==> config.mk <==
export PLATFORM = sky130hd
export DESIGN_NAME = decode_stage
export DESIGN_NICKNAME = d
export VERILOG_FILES = /design/src/rtl/decode_pkg.sv /design/src/rtl/decode_stage_reg_bank.sv /design/src/rtl/decode_stage.sv
export SDC_FILE = /design/constraint.sdc
export NUM_CORES = 1
export LEC_CHECK = 0
export CORE_UTILIZATION = 35
export CTS_CLUSTER_SIZE = 28
export DETAILED_ROUTE_END_ITERATION = 10
export DONT_BUFFER_PORTS = 1
export PLACE_DENSITY_LB_ADDON = 0.15
export SYNTH_ARGS = -nofsm -noshare
export SYNTH_HDL_FRONTEND = slang
export SYNTH_SLANG_ARGS = --single-unit
==> constraint.sdc <==
create_clock -name clock -period 5.68 [get_ports clock]
set_clock_uncertainty 0.15 [all_clocks]
set_input_delay 1.136 -clock clock [delete_from_list [all_inputs] [get_ports clock]]
set_output_delay 1.136 -clock clock [all_outputs]
set_load 0.05 [all_outputs]
==> src/rtl/decode_pkg.sv <==
// Shared instruction-field layout, widths and opcode constants for the decode stage.
package decode_pkg;

  localparam int unsigned INSTR_W    = 16;
  localparam int unsigned REG_ADDR_W = 3;
  localparam int unsigned IMM_W      = 6;
  localparam int unsigned OPC_W      = 4;
  localparam int unsigned FUNCT_W    = 3;

  localparam int unsigned OPC_MSB   = 15;
  localparam int unsigned OPC_LSB   = 12;
  localparam int unsigned RS_MSB    = 11;
  localparam int unsigned RS_LSB    = 9;
  localparam int unsigned RT_MSB    = 8;
  localparam int unsigned RT_LSB    = 6;
  localparam int unsigned RD_MSB    = 5;
  localparam int unsigned RD_LSB    = 3;
  localparam int unsigned FUNCT_MSB = 2;
  localparam int unsigned FUNCT_LSB = 0;
  localparam int unsigned IMM_MSB   = 5;
  localparam int unsigned IMM_LSB   = 0;

  typedef enum logic [OPC_W-1:0] {
    OP_ALU   = 4'h0,
    OP_ADDI  = 4'h1,
    OP_LOAD  = 4'h2,
    OP_STORE = 4'h3
  } opcode_e;

  localparam logic [OPC_W-1:0] LOAD_OPCODE_DEFAULT = OP_LOAD;

  // Register-index and control fields of one instruction word.
  typedef struct packed {
    logic [OPC_W-1:0]      opc;
    logic [REG_ADDR_W-1:0] rs;
    logic [REG_ADDR_W-1:0] rt;
    logic [REG_ADDR_W-1:0] rd;
    logic [FUNCT_W-1:0]    funct;
  } instr_fields_t;

  function automatic instr_fields_t splitFields(input logic [INSTR_W-1:0] instr);
    instr_fields_t f;
    f.opc   = instr[OPC_MSB:OPC_LSB];
    f.rs    = instr[RS_MSB:RS_LSB];
    f.rt    = instr[RT_MSB:RT_LSB];
    f.rd    = instr[RD_MSB:RD_LSB];
    f.funct = instr[FUNCT_MSB:FUNCT_LSB];
    return f;
  endfunction

endpackage

==> src/rtl/decode_stage_reg_bank.sv <==
// 8-entry register bank: two combinational read ports, one synchronous write port,
// R0 reads as zero and ignores writes.
module reg_bank
  import decode_pkg::*;
#(
  parameter int unsigned DATA_W = 16
) (
  input  logic                  clock,
  input  logic                  resetN,
  input  logic [REG_ADDR_W-1:0] readAddr1,
  input  logic [REG_ADDR_W-1:0] readAddr2,
  input  logic                  writeEn,
  input  logic [REG_ADDR_W-1:0] writeAddr,
  input  logic [DATA_W-1:0]     writeData,
  output logic [DATA_W-1:0]     readData1_c,
  output logic [DATA_W-1:0]     readData2_c
);

  localparam int unsigned NUM_REGS = 1 << REG_ADDR_W;

  logic [DATA_W-1:0] regs [NUM_REGS];

  always_ff @(posedge clock or negedge resetN) begin
    if (!resetN) begin
      for (int i = 0; i < NUM_REGS; i++) regs[i] <= '0;
    end else if (writeEn && (writeAddr != '0)) begin
      regs[writeAddr] <= writeData;
    end
  end

  assign readData1_c = (readAddr1 == '0) ? '0 : regs[readAddr1];
  assign readData2_c = (readAddr2 == '0) ? '0 : regs[readAddr2];

endmodule

==> src/rtl/decode_stage.sv <==
// Instruction-decode stage: register bank, sign extension, load-use stall and ID/EX register
// with valid/ready handshakes. Define DECODE_BYPASS_EN to forward same-cycle write-back data.
module decode_stage
  import decode_pkg::*;
#(
  parameter int unsigned      DATA_W      = 16,
  parameter logic [OPC_W-1:0] LOAD_OPCODE = LOAD_OPCODE_DEFAULT
) (
  input  logic                  clock,
  input  logic                  resetN,
  input  logic [INSTR_W-1:0]    instruction,
  input  logic                  inValid,
  output logic                  inReady,
  input  logic                  RegDst,
  input  logic                  flush,
  input  logic                  RegWrite,
  input  logic [REG_ADDR_W-1:0] writeAddr,
  input  logic [DATA_W-1:0]     dataToWrite,
  output logic                  outValid,
  input  logic                  outReady,
  output logic [DATA_W-1:0]     readData1,
  output logic [DATA_W-1:0]     readData2,
  output logic [DATA_W-1:0]     extendedSignal,
  output logic [REG_ADDR_W-1:0] destReg,
  output logic [OPC_W-1:0]      opcode,
  output logic [FUNCT_W-1:0]    funct
);

  instr_fields_t         fields_c;
  logic [DATA_W-1:0]     bankRd1_c, bankRd2_c;
  logic [DATA_W-1:0]     opA_c, opB_c, immExt_c;
  logic [REG_ADDR_W-1:0] destSel_c;
  logic                  hazard_c, advance_c, accept_c;

  assign fields_c = splitFields(instruction);

  reg_bank #(.DATA_W(DATA_W)) uRegBank (
    .clock       (clock),
    .resetN      (resetN),
    .readAddr1   (fields_c.rs),
    .readAddr2   (fields_c.rt),
    .writeEn     (RegWrite),
    .writeAddr   (writeAddr),
    .writeData   (dataToWrite),
    .readData1_c (bankRd1_c),
    .readData2_c (bankRd2_c)
  );

`ifdef DECODE_BYPASS_EN
  // Same-cycle write-back wins over the bank's not-yet-updated contents.
  assign opA_c = (RegWrite && (writeAddr != '0) && (writeAddr == fields_c.rs)) ? dataToWrite : bankRd1_c;
  assign opB_c = (RegWrite && (writeAddr != '0) && (writeAddr == fields_c.rt)) ? dataToWrite : bankRd2_c;
`else
  assign opA_c = bankRd1_c;
  assign opB_c = bankRd2_c;
`endif

  assign immExt_c  = {{(DATA_W-IMM_W){instruction[IMM_MSB]}}, instruction[IMM_MSB:IMM_LSB]};
  assign destSel_c = RegDst ? fields_c.rd : fields_c.rt;

  // A load still in ID/EX cannot supply its result to an instruction decoding now.
  assign hazard_c  = inValid && outValid && (opcode == LOAD_OPCODE) && (destReg != '0) &&
                     ((destReg == fields_c.rs) || (destReg == fields_c.rt));
  assign advance_c = !outValid || outReady;
  assign accept_c  = advance_c && inValid && !hazard_c;
  assign inReady   = resetN && (flush || (advance_c && !hazard_c));

  // ID/EX register: flush drops everything, a stall or empty input leaves a bubble.
  always_ff @(posedge clock or negedge resetN) begin
    if (!resetN) begin
      outValid       <= 1'b0;
      readData1      <= '0;
      readData2      <= '0;
      extendedSignal <= '0;
      destReg        <= '0;
      opcode         <= '0;
      funct          <= '0;
    end else if (flush) begin
      outValid <= 1'b0;
    end else if (accept_c) begin
      outValid       <= 1'b1;
      readData1      <= opA_c;
      readData2      <= opB_c;
      extendedSignal <= immExt_c;
      destReg        <= destSel_c;
      opcode         <= fields_c.opc;
      funct          <= fields_c.funct;
    end else if (advance_c) begin
      outValid <= 1'b0;
    end
  end

endmodule
# [After elaboration in Yosys (flattened, before gate mapping)]
# Cells that the tools add are included.
[word_totals] reg_bits=177 latchBits=0 ramBits=0 romBits=0 in_bits=42 output_inout_bits=60 elab_cells=62 memories=0
[classes] n_addsub=0 n_mul=0 n_div=0 magnitude_cmp=4 eq_ne=3 shifts=0 muxes=15 bitwise_logic=4 reduce_logical=21
[op_table] cell="128-bit bitwise mux" count=1
[op_table] cell="16-bit 2-to-1 mux" count=7
[op_table] cell="16-bit binary-select mux with 3-bit select" count=2
[op_table] cell="16-bit demux with 3-bit select" count=1
[op_table] cell="4-bit >= comparator (second input constant)" count=3
[op_table] cell="3-bit NOT with 4-bit output" count=3
[op_table] cell="1-bit logical AND" count=10
[op_table] cell="3-bit nonzero test" count=3
[op_table] cell="3-bit equality test" count=2
[op_table] cell="3-bit logical NOT" count=2
[op_table] cell="4-bit by 2-bit equality test with 1-bit output (second input constant)" count=1
[op_table] cell="4-bit by 1-bit < comparator with 1-bit output (second input constant)" count=1
[op_table] cell="1-bit logical OR" count=3
[op_table] cell="1-bit 2-to-1 mux" count=3
[op_table] cell="3-bit 2-to-1 mux" count=1
[op_table] cell="1-bit logical NOT" count=2
[op_table] cell="2-bit AND reduction" count=1
[op_table] cell="1-bit NOT" count=1

# [Logic depth before layout (Yosys ltp)]
[logic_depth] depth_word=8 depth_mapped=8 ltp_nobuf=5

# [By module]
# From an unflattened synthesis, not the netlist that was laid out.
[unflattened] hier_cells=615 area_unflattened_um2=8498.2
[modules_own_cells] mod="reg_bank" instances=1 cells_each=477 area_per_inst_um2=6356.1 seq_area_each_um2=2802.7
[modules_own_cells] mod="decode_stage" instances=1 cells_each=138 area_per_inst_um2=2142.1 seq_area_each_um2=1151.1

# [Worst setup path before layout]
# Ideal clock, no wire load.
[synth_timing] path_kind="input-to-output" start="input instruction[6]" end="output inReady" arrival_ns=2.759 required_time_ns=4.394 setup_slack_ns=1.635 stages=5 path_buffers=1 path_cell_list="buf_4 -> xnor2_1 -> nand3_1 -> a21oi_4 -> o21ai_0"
[synth_between] elab_chain_cells=7
[synth_rtl] element="from (decl)" line_no="decode_stage.sv:11" rtl="input logic [INSTR_W-1:0] instruction,"
[synth_rtl] element="3-bit equality test" line_no="decode_stage.sv:63" rtl="((destReg == fields_c.rs) || (destReg == fields_c.rt));"
[synth_rtl] element="1-bit logical OR" line_no="decode_stage.sv:63"
[synth_rtl] element="1-bit logical AND" line_no="decode_stage.sv:62" rtl="assign hazard_c = inValid && outValid && (opcode == LOAD_OPCODE) && (destReg != '0) &&"
[synth_rtl] element="1-bit logical NOT" line_no="decode_stage.sv:66" rtl="assign inReady = resetN && (flush || (advance_c && !hazard_c));"
[synth_rtl] element="1-bit logical AND" line_no="decode_stage.sv:66"
[synth_rtl] element="1-bit logical OR" line_no="decode_stage.sv:66"
[synth_rtl] element="1-bit logical AND" line_no="decode_stage.sv:66"
[synth_rtl] element="to (decl)" line_no="decode_stage.sv:13" rtl="output logic inReady,"
# No other way between the ends.

# [Worst setup path after layout]
[layout_timing] start="register opcode[0]" end="output inReady"
[layout_between] elab_chain_cells=8
[layout_rtl] element="from (decl)" line_no="decode_stage.sv:25" rtl="output logic [OPC_W-1:0] opcode,"
[layout_rtl] element="from (signal assigned)" line_no="decode_stage.sv:86" rtl="opcode <= fields_c.opc;"
[layout_rtl] element="4-bit by 2-bit equality test with 1-bit output" line_no="decode_stage.sv:62"
[layout_rtl] element="1-bit logical AND (3 in a row)" line_no="decode_stage.sv:62"
[layout_rtl] element="1-bit logical NOT" line_no="decode_stage.sv:66"
[layout_rtl] element="1-bit logical AND" line_no="decode_stage.sv:66"
[layout_rtl] element="1-bit logical OR" line_no="decode_stage.sv:66"
[layout_rtl] element="1-bit logical AND" line_no="decode_stage.sv:66"
# No other way between the ends.

==> summary.md <==
| Metric | Value |
|---|---|
| Vias | `4800` |
| Post-layout min period | `3.69 ns` |
| Post-Syn Area per Cell | `13.9 um^2` |
| Synth warn | `0` |
| Top post-synthesis cells by area | `dfrtp_1 49%, mux2_2 21%, mux2_4 7.1%, mux4_2 5.3%, mux2i_1 3.6%` |
| Worst Setup Start Kind | `register` |
| Vias in the first global route | `4993` |
| Largest area contributor in the netlist | `dfrtp_1` |
| H-tree levels | `4` |
| Layout Area Growth over Synthesis | `9.86%` |
| Core area | `22600 um^2` |
| Number of remaining DRC errors | `0` |
| Synth Area in Compound Gates | `6.26%` |
| Die Ht | `154 um` |
| Total power | `3770 uW` |
| Post-DRT Antenna Nets | `0` |
| Starting Density | `35.7%` |
| Post-synthesis adder-cell area fraction | `0%` |
| WS Path Type | `register to output pin` |
| DR WL/cell | `23.1 um` |
| RSZ-0062 raised after global routing | `no` |
| FP Rows | `55` |
| # clock sinks | `158` |
| Post-CTS sizing | `0` |
| Worst-case clock buffer depth | `2` |
| Largest net degree at the start of global routing | `161` |
| Number of synthesized register bits | `158` |
| Register-to-Register Path Depth | `6` |
| Top-area cell type share of the netlist area | `49.0%` |
| Pins Over Slew Limit | `0` |
| Synthesized area | `8070 um^2` |
| Worst min path class | `primary input to async pin` |
| Total GRT Usage | `17.4%` |
| Status | `complete, no violations` |
| Port bufs | `0` |
| Relative slew slack | `27.4%` |
| Ratio of cells with drive above 1 in the final layout | `45.2%` |
| Top post-synthesis cells by count | `158 x dfrtp_1, 148 x mux2_2, 38 x mux2_4` |
| Via density | `5.64` |
| Root buf cell | `clkbuf_16` |
| Count leader, synth | `dfrtp_1` |
| Final Hold Vio Count | `0` |
| Ports | `102` |
| CP endpoint kind | `output pin` |
| Peak VDD IR | `0.000198 V` |
| Distinct cells, synth | `33` |
| Reg-to-reg critical path endpoint | `readData1[14]$_DFFE_PN0P_` |
| Number of flops mapped to enable cells by yosys | `0` |
| Final Setup Violations | `0` |
| CTS Hold Bufs | `0` |
| Tcrit/Tclk final | `65.0%` |
| First-pass GRT wire length | `30800 um` |
| First drt pass iteration count | `5` |
| Post CTS Setup Buffer Count | `0` |
| CTS Buf Count | `17` |
| Fin Hold WS | `0.251 ns` |
| Final Wtd Congestion | `0.735` |
| Power Dens Cells | `426 nW/um^2` |
| Cells after synthesis | `581` |
| Mux cell area share after synthesis | `36.6%` |
| Post-Synth Simple-Gate Area | `3.44%` |
| Largest family of logic cells by synthesized area | `multiplexers` |
| Antenna violations before repair | `0` |
| Worst-path clk slew | `0.07 ns` |
| Leak Pwr | `0.00371 uW` |
| Crit path max fanout | `6` |
| Crit path required time | `4.39 ns` |
| Sum Neg Setup Slack | `0 ns` |
| RR Startpoint | `destReg[2]$_DFFE_PN0P_` |
| XOR/XNOR Fraction of Synth Area | `0.651%` |
| Initial DRC count | `255` |
| FF-to-FF setup slack | `2.53 ns` |
| Fmax achieved | `271 MHz` |
| Later-pin clock latency in the skew report | `0.42 ns` |
| Routed WL | `19600 um` |
| Die area | `23700 um^2` |
| Post-synthesis sequential area ratio | `49.0%` |
| Post-DP HPWL | `11600 um` |
| Post-layout nets | `595` |
| Synth Net Count | `623` |
| MaxCap Viol Count | `0` |
| Worst Tran Pin Value | `1.09 ns` |
| Util after Layout | `39.2%` |
| Overflow after GRT | `0` |
| Ys flop type | `dfrtp_1` |
| Antenna cell count | `0` |
| Critical Path AT | `2.40 ns` |
| Die X | `154 um` |
| CTS tree | `done` |
| Async SR Flop Fraction | `100%` |
-- cells by family after synthesis --
logic type / after synthesis
multiplexers: 234
flip-flops: 158
AO/OA/AOI/OAI: 71
buffers and inverters: 59
AND/OR/NAND/NOR: 53
XOR/XNOR: 6
-- per-layer routing --
metal / wire length, um / up-vias / global-route usage [%]
met3: 1000 / 23 / 4.62
li1: - / 2113 / -
met5: 0 / - / 0
met4: 237 / 0 / 5.81
met1: 8810 / 2546 / 22.6
met2: 9590 / 118 / 28.1
-- cell usage in the layout, fill, tap and decap left out, types with 2 or more instances in the layout --
| cell | Yosys | layout |
|---|---|---|
| a21oi_1 | 6 | 6 |
| a221oi_1 | 26 | 26 |
| a22oi_1 | 15 | 15 |
| buf_4 | 16 | 9 |
| bufinv_16 | 0 | 4 |
| clkbuf_16 | 0 | 17 |
| clkinv_2 | 0 | 5 |
| clkinv_4 | 0 | 3 |
| clkinvlp_4 | 0 | 2 |
| dfrtp_1 | 158 | 157 |
| inv_1 | 2 | 2 |
| mux2_2 | 148 | 148 |
| mux2_4 | 38 | 38 |
| mux2i_1 | 29 | 29 |
| mux4_2 | 19 | 19 |
| nand2_1 | 29 | 29 |
| nand2b_1 | 3 | 3 |
| nand3_1 | 2 | 2 |
| nand4b_1 | 4 | 4 |
| nor2_1 | 2 | 2 |
| nor2b_1 | 4 | 2 |
| nor2b_2 | 0 | 2 |
| nor4bb_4 | 0 | 2 |
| o21ai_0 | 21 | 20 |
| xnor2_1 | 6 | 6 |
-- flip-flops by register name, summed over array words and instances (netlist names) --
name            cells
opcode              4
readData2          16
extendedSignal      6
outValid            1
readData1          16
uRegBank.regs     112
destReg             3
-- cell type report --
| cell class | count | area (um^2) |
|---|---|---|
| Multi-Input combinational cell | 364 | 3830 |
| Tap cell | 285 | 357 |
| Fill cell | 2084 | 13800 |
| Inverter | 2 | 7.51 |
| Timing Repair Buffer | 10 | 95.1 |
| Sequential cell | 158 | 3960 |
| Clock inverter | 15 | 195 |
| Clock buffer | 17 | 425 |
-- how the worst max path moves through the flow --
stage                           from                        end  slack [ns]  depth (start not counted)
2_1_floorplan         instruction[6]                    inReady        1.64                          5
3_3_place_gp                 inValid                    inReady        2.06                          4
3_5_place_dp                   flush  readData1[14]$_DFFE_PN0P_        2.06                          5
4_1_cts        opcode[0]$_DFFE_PN0P_                    inReady        1.97                          4
5_1_grt        opcode[0]$_DFFE_PN0P_                    inReady        1.91                          4
6_report       opcode[0]$_DFFE_PN0P_                    inReady        1.99                          4
-- per-stage QoR --
| step | worst slack (ns) | instance area, um^2 | std cells |
|---|---|---|---|
| after global placement | 2.06 | 8250 | 819 |
| after detailed placement | 2.06 | 8250 | 819 |
| after floorplan | 1.64 | 8070 | 581 |
| after CTS | 1.97 | 8870 | 851 |
| final | 1.99 | 8870 | 851 |
| after global routing | 1.91 | 8870 | 851 |
-- critical path, cell delays in order (launching register included) --
cell and delay [ns]:
dfrtp_1 0.57, nand4b_1 0.28, or4_4 0.53, a21oi_4 0.21
o21ai_1 0.38
-- power by group --
group	switching [uW]	total [uW]	internal (uW)
combinational	233	651	418
sequential	539	1920	1390
clock	466	1200	734
total	1240	3770	2540
No activity file was read; power rests on OpenSTA's default activity.
